--- src/rtl/amp_gain_ctrl_pkg.sv ---
// Shared gain table, index type and saturation helper for the amplifier gain stage.
package amp_pkg;

   localparam int STEPS_MAX = 8;
   localparam int TBL_W     = 5;

   typedef logic [2:0] gain_idx_t;

   // Entry 0 is the LSB group. Entries past the populated steps are unity gain.
   localparam logic [STEPS_MAX-1:0][TBL_W-1:0] GAIN_TABLE = {
      5'd1, 5'd1, 5'd1, 5'd8, 5'd6, 5'd4, 5'd2, 5'd1
   };

   // Table lookup. An index at or beyond the configured step count falls back to gain 1.
   function automatic logic [TBL_W-1:0] gain_lookup(input gain_idx_t idx, input int steps);
      logic [TBL_W-1:0] g;
      g = 5'd1;
      if (int'(idx) < steps) g = GAIN_TABLE[idx];
      return g;
   endfunction

   // Clamp a signed value into the two's-complement range of the given width.
   function automatic logic signed [63:0] sat_signed(input logic signed [63:0] value,
                                                     input int width);
      logic signed [63:0] max_v;
      logic signed [63:0] min_v;
      logic signed [63:0] res;
      max_v = (64'sd1 <<< (width - 1)) - 64'sd1;
      min_v = -(64'sd1 <<< (width - 1));
      res   = value;
      if (value > max_v)      res = max_v;
      else if (value < min_v) res = min_v;
      return res;
   endfunction

endpackage

--- src/rtl/amp_gain_ctrl_btn_edge_sync.sv ---
// Brings a raw, asynchronous button into the clock domain and emits one pulse per press.
module btn_edge_sync (
   input  logic clk,
   input  logic rst_n,
   input  logic btn_i,
   output logic pulse_o
);

   logic meta_q;
   logic sync_q;
   logic prev_q;

   // Two-flop synchroniser followed by a one-cycle history flop for edge detection.
   always_ff @(posedge clk or negedge rst_n) begin
      if (!rst_n) begin
         meta_q <= 1'b0;
         sync_q <= 1'b0;
         prev_q <= 1'b0;
      end else begin
         meta_q <= btn_i;
         sync_q <= meta_q;
         prev_q <= sync_q;
      end
   end

   // A held button only produces a pulse on its first synchronised cycle.
   assign pulse_o = sync_q & ~prev_q;

endmodule

--- src/rtl/amp_gain_ctrl.sv ---
// Button-stepped multi-channel gain stage: gain index control, two-stage sample pipeline,
// per-channel multiply with optional saturation and a sticky clip flag.
module amp_gain_ctrl
   import amp_pkg::*;
#(
   parameter int DATA_W = 16,
   parameter int CH     = 2,
   parameter int GAIN_W = 5,
   parameter int STEPS  = 5,
   parameter int OUT_W  = 16,
   parameter int SAT_EN = 1
) (
   input  logic                  clk,
   input  logic                  rst_n,
   input  logic                  btn_up,
   input  logic                  btn_dn,
   input  logic                  mute,
   input  logic                  in_valid,
   input  logic [CH*DATA_W-1:0]  in_data,
   output logic                  out_valid,
   output logic [CH*OUT_W-1:0]   out_data,
   output logic [2:0]            gain_idx,
   output logic                  sat_flag
);

   localparam int        PROD_W  = DATA_W + GAIN_W + 1;
   localparam gain_idx_t IDX_MAX = gain_idx_t'(STEPS - 1);

   logic                 up_pulse;
   logic                 dn_pulse;
   gain_idx_t            idx_q;
   gain_idx_t            idx_d;

   logic                 v1_q;
   logic [CH*DATA_W-1:0] smp_q;
   logic [GAIN_W-1:0]    gain_q;
   logic                 mute_q;

   logic [CH*OUT_W-1:0]  res_d;
   logic [CH-1:0]        clip_d;

   logic                 v2_q;
   logic [CH*OUT_W-1:0]  out_q;
   logic                 sat_q;

   btn_edge_sync u_sync_up (
      .clk     (clk),
      .rst_n   (rst_n),
      .btn_i   (btn_up),
      .pulse_o (up_pulse)
   );

   btn_edge_sync u_sync_dn (
      .clk     (clk),
      .rst_n   (rst_n),
      .btn_i   (btn_dn),
      .pulse_o (dn_pulse)
   );

   // Saturating index step; opposing presses in the same cycle cancel.
   always_comb begin
      idx_d = idx_q;
      if (up_pulse && !dn_pulse && (idx_q < IDX_MAX)) begin
         idx_d = idx_q + 3'd1;
      end else if (dn_pulse && !up_pulse && (idx_q != 3'd0)) begin
         idx_d = idx_q - 3'd1;
      end
   end

   // Gain index register.
   always_ff @(posedge clk or negedge rst_n) begin
      if (!rst_n) idx_q <= '0;
      else        idx_q <= idx_d;
   end

   // Stage 1: capture samples together with the gain and mute in force for them, so a
   // gain change never lands between the channels of one sample.
   always_ff @(posedge clk or negedge rst_n) begin
      if (!rst_n) begin
         v1_q   <= 1'b0;
         smp_q  <= '0;
         gain_q <= '0;
         mute_q <= 1'b0;
      end else begin
         v1_q <= in_valid;
         if (in_valid) begin
            smp_q  <= in_data;
            gain_q <= GAIN_W'(gain_lookup(idx_q, STEPS));
            mute_q <= mute;
         end
      end
   end

   for (genvar c = 0; c < CH; c++) begin : g_ch
      logic signed [DATA_W-1:0] smp;
      logic signed [PROD_W-1:0] prod;

      assign smp  = $signed(smp_q[c*DATA_W +: DATA_W]);
      // Gain is unsigned; the zero MSB keeps it positive in the signed multiply.
      assign prod = PROD_W'(smp) * PROD_W'($signed({1'b0, gain_q}));

      if (SAT_EN != 0) begin : g_sat
         logic signed [63:0] prod_ext;
         logic signed [63:0] sat_v;
         assign prod_ext = 64'(prod);
         assign sat_v    = sat_signed(prod_ext, OUT_W);
         assign res_d[c*OUT_W +: OUT_W] = sat_v[OUT_W-1:0];
         assign clip_d[c]               = (sat_v != prod_ext);
      end else begin : g_trunc
         assign res_d[c*OUT_W +: OUT_W] = OUT_W'(prod);
         assign clip_d[c]               = 1'b0;
      end
   end

   // Stage 2: register the gained result; out_data holds between valid samples. A muted
   // sample never reaches the output, so it cannot raise the clip flag.
   always_ff @(posedge clk or negedge rst_n) begin
      if (!rst_n) begin
         v2_q  <= 1'b0;
         out_q <= '0;
         sat_q <= 1'b0;
      end else begin
         v2_q <= v1_q;
         if (v1_q) begin
            out_q <= mute_q ? '0 : res_d;
            if (!mute_q && (|clip_d)) sat_q <= 1'b1;
         end
      end
   end

   assign out_valid = v2_q;
   assign out_data  = out_q;
   assign gain_idx  = idx_q;
   assign sat_flag  = sat_q;

endmodule

--- config.mk ---
export PLATFORM = sky130hd
export DESIGN_NAME = amp_gain_ctrl
export DESIGN_NICKNAME = d
export VERILOG_FILES = /design/src/rtl/amp_gain_ctrl_pkg.sv /design/src/rtl/amp_gain_ctrl_btn_edge_sync.sv /design/src/rtl/amp_gain_ctrl.sv
export SDC_FILE = /design/constraint.sdc
export NUM_CORES = 1
export LEC_CHECK = 0
export ABC_CLOCK_PERIOD_IN_PS = 6800
export BUFFER_PORTS_ARGS = -buffer_cell sky130_fd_sc_hd__buf_2
export CORE_ASPECT_RATIO = 1.2
export CORE_MARGIN = 3
export CORE_UTILIZATION = 62
export CTS_CLUSTER_DIAMETER = 200
export CTS_CLUSTER_SIZE = 28
export DETAILED_ROUTE_END_ITERATION = 12
export PLACE_DENSITY_LB_ADDON = 0.05
export SLEW_MARGIN = 30
export SYNTH_ARGS = -nofsm -noshare
export SYNTH_HDL_FRONTEND = slang
export SYNTH_SLANG_ARGS = --single-unit
--- constraint.sdc ---
create_clock -name clk -period 6.8 [get_ports clk]
set_clock_uncertainty 0.2 [all_clocks]
set_input_delay 0.34 -clock clk [delete_from_list [all_inputs] [get_ports clk]]
set_output_delay 0.34 -clock clk [all_outputs]
set_load 0.005 [all_outputs]
After elaboration in Yosys (flattened, before gate mapping):

Memory sizes are Yosys's and may differ from the RTL's.
Index checks and enable logic that the tools add are counted.

* flip-flop bits (word level): 82
* memory bits (read-only): 40
* logic and storage cells: 53
* memories kept: 1

* $add $sub $neg: 2
* multiply operators: 2
* order comparisons: 7
* equality and inequality tests: 2
* multiplexer cells: 9
* bitwise gates (word level): 4
* reductions and logical operators: 12

Memories
* (no name shown): words 8, bits a word 5, read ports 1, clocked after memory_dff 0, write ports 0, line amp_gain_ctrl_pkg.sv:18 `if (int'(idx) < steps) g = GAIN_TABLE[idx];`

Operators by type and width (number)
* 2-to-1 mux 64 bit: 4
* != test 64 x 22 -> 1 bit: 2
* > comparator 22 x 16 -> 1 bit, second input constant: 2
* < comparator 22 x 16 -> 1 bit, second input constant: 2
* multiplier 16 x 6 -> 22 bit: 2
* 2-to-1 mux 32 bit: 1
* 2-to-1 mux 5 bit: 2
* < comparator 3 bit, second input constant: 2
* 2-to-1 mux 3 bit: 2
* logical AND 1 bit: 5
* < comparator 3 x 4 -> 1 bit, second input constant: 1
* adder 3 x 1 -> 3 bit, second input constant: 1
* logical NOT 1 bit: 3
* nonzero test 3 bit: 1
* subtractor 3 x 1 -> 3 bit, second input constant: 1
* AND 1 bit: 2
* NOT 1 bit: 2
* AND reduction 2 bit: 1
* nonzero test 2 bit: 1
* OR reduction 2 bit: 1

Longest topological paths before layout:

* depth after elaboration: 8
* mapped depth: 23
* gate-level depth less buffers: 21

Cells and area by module:

Synthesis repeated with hierarchy kept, for this count alone.

* cells, all modules: 993
* area total of the unflattened synthesis: 8697.1 µm²

Modules (own cells, without submodules)
* amp_gain_ctrl: instances 1, cells each 985, area an instance 8519.4 µm², sequential area each 1876.8 µm²
* btn_edge_sync: instances 2, cells each 4, area an instance 88.8 µm², sequential area each 75.1 µm²

Worst setup path before layout:

No wires, ideal clock.

* kind: register to register
* from: reg gain_q[2]
* to: reg out_q[22], in the netlist out_data[22]
* data arrival time: 5.098 ns
* data required time: 6.467 ns
* setup slack: 1.369 ns
* cell stages (with the launch flop): 22
* path buffers: 2
* clock period less this slack: 5.431 ns
* path through: dfrtp_1 -> clkbuf_1 -> and2_1 -> fa_1 -> ha_1 -> inv_1 -> fa_1 -> inv_1 -> ha_1 -> nor2b_1 -> o31ai_1 -> a21oi_1 -> a2111oi_1 -> nor3_1 -> xnor2_1 -> or4_1 -> nand2b_1 -> ha_1 -> clkbuf_1 -> nor2_1 -> o21ai_0 -> o21ai_0

* cells in the longest elaborated chain, start to end: 5
* elaborated cells between the ends (all ways): 6
* those cells by class: mul: 1; order compare: 2; mux: 3

Ends and longest elaborated chain
* start, declared: line amp_gain_ctrl.sv:36 `logic [GAIN_W-1:0] gain_q;`
* start signal, assigned: line amp_gain_ctrl.sv:88 `gain_q <= GAIN_W'(gain_lookup(idx_q, STEPS));`
* multiplier 16 x 6 -> 22 bit *: line amp_gain_ctrl.sv:100 `assign prod = PROD_W'(smp) * PROD_W'($signed({1'b0, gain_q}));`
* < comparator 22 x 16 -> 1 bit: line amp_gain_ctrl_pkg.sv:32 `else if (value < min_v) res = min_v;`
* 2-to-1 mux 64 bit: line amp_gain_ctrl_pkg.sv:32
* 2-to-1 mux 64 bit *: line amp_gain_ctrl_pkg.sv:31 `if (value > max_v) res = max_v;`
* 2-to-1 mux 32 bit *: line amp_gain_ctrl.sv:125 `out_q <= mute_q ? '0 : res_d;`
* end signal, assigned: line amp_gain_ctrl.sv:125
* end, declared: line amp_gain_ctrl.sv:43 `logic [CH*OUT_W-1:0] out_q;`

Mark *: on every way between the ends. The rest lies on a longest branch, timed or not.
A chain may end at the register's enable or synchronous reset.

Worst setup path in the final report:

* from: reg gain_q[1]
* to: reg out_q[18], in the netlist out_data[18]

Same word-level chain as after synthesis.

==> out/results.md <==
| Step | Result | Value |
|:---|:---|:---|
| outcome | Run status | completed |
| critical path | Type of element capturing the critical path | flip-flop |
| die | Die Y-Extent | 135 microns |
| clock network | Clock buffers created by TritonCTS | 9 |
| critical path | Kind of cell with the highest combined delay on the critical path | adder cells |
| synth | Share of flip-flops with an asynchronous set or reset after synthesis | 100% |
| die | Total die area | 0.0152 sq mm |
| global routing | Total congestion overflow | 0 |
| clock network | Skew-Pair Late Insertion Delay | 0.35 ns |
| timing | Slew at the pin with the worst max-slew slack | 0.928 ns |
| synth | Sequential cell area fraction in the yosys report | 23.7% |
| routing | Met2 wire length | 7.77 mm |
| critical path | Max Fanout on Critical Path | 33 |
| clock network | Hold-fix buffers, CTS | 3 |
| global routing | Wire length of the first global-routing pass | 30.2 mm |
| final layout | # nets final | 1213 |
| die | Width of the die | 113 microns |
| synth | Area fraction of the dominant cell type after synthesis | 23.7% |
| timing | Worst hold margin | 0.0141 ns |
| power and ir drop | Pwr dens | 329 mW/mm^2 |
| timing | Setup TNS after final layout | 0 ns |
| synth | Number of distinct library cell variants in the gate-level netlist after synthesis | 66 |
| routing | Overall routed net length | 16.9 mm |
| clock network | Post-CTS setup buffer count | 0 |
| placement | Gpl congestion | 0.870 |
| critical path | Type of the worst setup path | flip-flop to flip-flop |
| synth | Flop and latch count out of synthesis | 81 |
| timing | Hold violation count in the final report | 0 |
| routing | Detailed-route via count | 6587 |
| routing | Antenna violation net count after detailed routing | 0 |
| clock network | Bufs on Longest Clock Path | 2 |
| die | Area of the core | 0.0134 sq mm |
| die | Boundary pin count | 75 |
| placement | IO buf count | 74 |
| critical path | Max stage delay on crit path | 0.95 ns |
| global routing | Pin count of the biggest net entering global routing | 82 |
| timing | Worst slew margin relative to its limit | 38.1% |
| clock network | Number of H-tree branching levels | 3 |
| routing | Highest routed layer | met4 |
| global routing | Via count of the first global-routing pass | 6577 |
| timing | Fin crit share | 93.6% |
| synth | Cells after Synth | 978 |
| job | Number of max-capacitance violations reported | 0 |
| synth | Most instantiated cells after synthesis | 189 x inv_1, 120 x and2_1, 81 x dfrtp_1 |
| final layout | Count of antenna diodes in the layout | 0 |
| synth | Mapped Area | 0.00854 sq mm |
| critical path | Cell with the biggest individual delay on the critical path | dfrtp_1 |
| clock network | Clock tree from TritonCTS | done |
| routing | Met1 routed wirelength after detailed routing | 8.16 mm |
| timing | Highest attainable clock frequency | 157 MHz |
| timing | Final Max Slew Viols | 0 |
| synth | Main area contributors after synthesis | dfrtp_1 24%, fa_1 15%, ha_1 12% |
| synth | Post-synth net total | 1161 |
| die | Number of cell rows | 46 |
| routing | Number of search-and-repair iterations in the first detailed-routing pass | 5 |
| clock network | CTS resizes | 0 |
| critical path | Cell-by-cell listing of the critical path | and2_1 -> fa_1 -> ha_1 -> inv_1 -> fa_1 -> inv_1 -> ha_1 -> nor2b_1 -> o31ai_1 -> a21oi_1 -> a2111oi_1 -> nor3_1 -> xnor2_1 -> or4_1 -> nand2b_1 -> ha_1 -> inv_1 -> a21oi_1 -> o22ai_1 |
| power and ir drop | Maximum resistive drop on vdd | 225 uV |
| synth | Cell with the most instances after synthesis | inv_1 |
| clock network | # clock sinks | 81 |
| routing | 1st-iter DRT viols | 300 |
| routing | Vias per std cell | 5.48 |
| critical path | Req. time, crit path | 6.80 ns |
| global routing | Number of antenna violations at the first check in global routing | 0 |
| clock network | Clock slew seen by the registers of the worst setup and hold paths | 0.07 ns |
| routing | Met3 routed wirelength | 789 microns |
| die | Initial core utilization | 64.0% |
| placement | Final HPWL from detailed placement | 13.2 mm |
| synth | Mean instance size in the synthesized netlist | 8.73 sq um |
| synth | Primary FF master, synth | dfrtp_1 |
| critical path | Crit path arrival time | 6.37 ns |
| routing | Routed wirelength normalized by instance count | 14.0 microns |
| synth | Synthesis warning total | 0 |
| critical path | Sum of buffers and inverters on the critical path | 3 |
| final layout | P&R area growth vs syn | 9.00% |
| timing | RSZ-0062 raised after global routing | false |
| global routing | Total routing usage reported by global routing | 24.0% |
| timing | Final number of setup-violating endpoints | 0 |
| routing | Drt drc | 0 |
| synth | Number of enable-type register cells in the synthesized netlist | 0 |
| synth | Largest area contributor in the synthesized netlist | dfrtp_1 |
| final layout | Fraction of layout cells with a size suffix above 1 | 13.3% |
| timing | Final critical-path required period | 6.37 ns |
| worst hold path | Kind of path behind the tightest hold check | input pin to flip-flop |
| clock network | Clock Root Buffer | clkbuf_16 |
| critical path | Critical Path Start Type | flip-flop |
| power and ir drop | Leakage dissipation | 4.65 nW |
==> path summary, 6_finish.rpt <==
kind | start | to | slack, ns | depth (start not counted)
worst min-delay path | in_data[5] | smp_q[5] | 0.01 | 2
worst max-delay path | gain_q[1] | out_data[18] | 0.43 | 19
max in group asynchronous | rst_n | smp_q[15] | 5.48 | 2
min in group asynchronous | rst_n | out_data[27] | 0.37 | 2
worst min register to register | u_sync_dn.meta_q | u_sync_dn.sync_q | 0.15 | 0
worst max register to register | gain_q[1] | out_data[18] | 0.43 | 19
==> stage by stage <==
step | instance area, sq um | std cells | setup slack, ns | utilization [%] | total power [mW]
6_report | 9310 | 1203 | 0.435 | 69.7 | 3.07
2_1_floorplan | 8540 | 978 | 1.37 | - | 2.15
3_5_place_dp | 8990 | 1184 | 0.501 | 67.3 | 2.60
4_1_cts | 9300 | 1203 | 0.458 | 69.7 | 3.09
5_1_grt | 9310 | 1203 | 0.0643 | 69.7 | 3.42
3_3_place_gp | 8990 | 1184 | 0.647 | 67.3 | 2.56
==> where the power goes <==
group / switching [mW] / internal (mW) / leakage, nW
Combinational: 1.10 / 0.773 / 3.54
Clock: 0.210 / 0.258 / 0.138
Sequential: 0.120 / 0.604 / 0.978
==> metal layers <==
layer,up-vias,global-route usage [%]
li1,3306,-
met1,3149,34.4
met4,0,6.01
met5,-,0
met3,14,3.90
met2,118,38.4
==> logic make-up after synthesis <==
kind of cell / count (synthesis) / share of synthesized area, %
and+or+nand+nor: 266 / 17.3
buffers and inverters: 228 / 10.2
AOI/OAI and AO/OA: 193 / 14.2
adders and majority gates: 145 / 27.0
DFF: 81 / 23.7
muxes: 35 / 4.59
xor gates and xnor gates: 30 / 3.08
==> cell usage in the layout, fill, tap and decap left out, types with 4 or more instances in the layout <==
cell and n:
inv_1 189, and2_1 120, ha_1 80, dfrtp_1 80, buf_2 72, fa_1 65
o21ai_0 64, a21oi_1 43, nor2_1 40, nand2_1 39, mux2_2 33, xor2_1 21
nand3_1 13, o22ai_1 12, o21ai_1 12, nor3_1 9, xnor2_1 9, clkbuf_16 9
a21o_1 8, nand2b_1 7, o2111ai_1 5, nor2b_1 5, and3_1 5, nand4b_1 5
o211ai_1 4, o21bai_1 4, nor4b_1 4, buf_4 4
==> worst reg2reg max path, stage by stage (launching register included) <==
cell	delay, ns
dfrtp_1	0.95
and2_1	0.27
fa_1	0.42
ha_1	0.28
inv_1	0.05
fa_1	0.53
inv_1	0.04
ha_1	0.34
nor2b_1	0.17
o31ai_1	0.33
a21oi_1	0.19
a2111oi_1	0.40
nor3_1	0.13
xnor2_1	0.21
or4_1	0.56
nand2b_1	0.16
ha_1	0.52
inv_1	0.17
a21oi_1	0.21
o22ai_1	0.10
==> final cells by class <==
type                    instances  area (sq um)
clock inverters                 6          43.8
repair buffers                 80           432
flip-flops and latches         81          2030
inverters                     189           709
fillers                      1126          4050
well taps                     168           210
multi-input cells             669          5650
clock buffers                  10           239
==> state kept, by name, indices dropped and copies added (netlist names) <==
signal,count
u_sync_dn.sync_q,1
sat_flag,1
u_sync_up.meta_q,1
gain_q,4
u_sync_up.sync_q,1
gain_idx,3
mute_q,1
smp_q,32
out_valid,1
u_sync_dn.meta_q,1
v1_q,1
u_sync_dn.prev_q,1
u_sync_up.prev_q,1
out_data,32
Note: power is estimated with default switching activity, not from simulation.
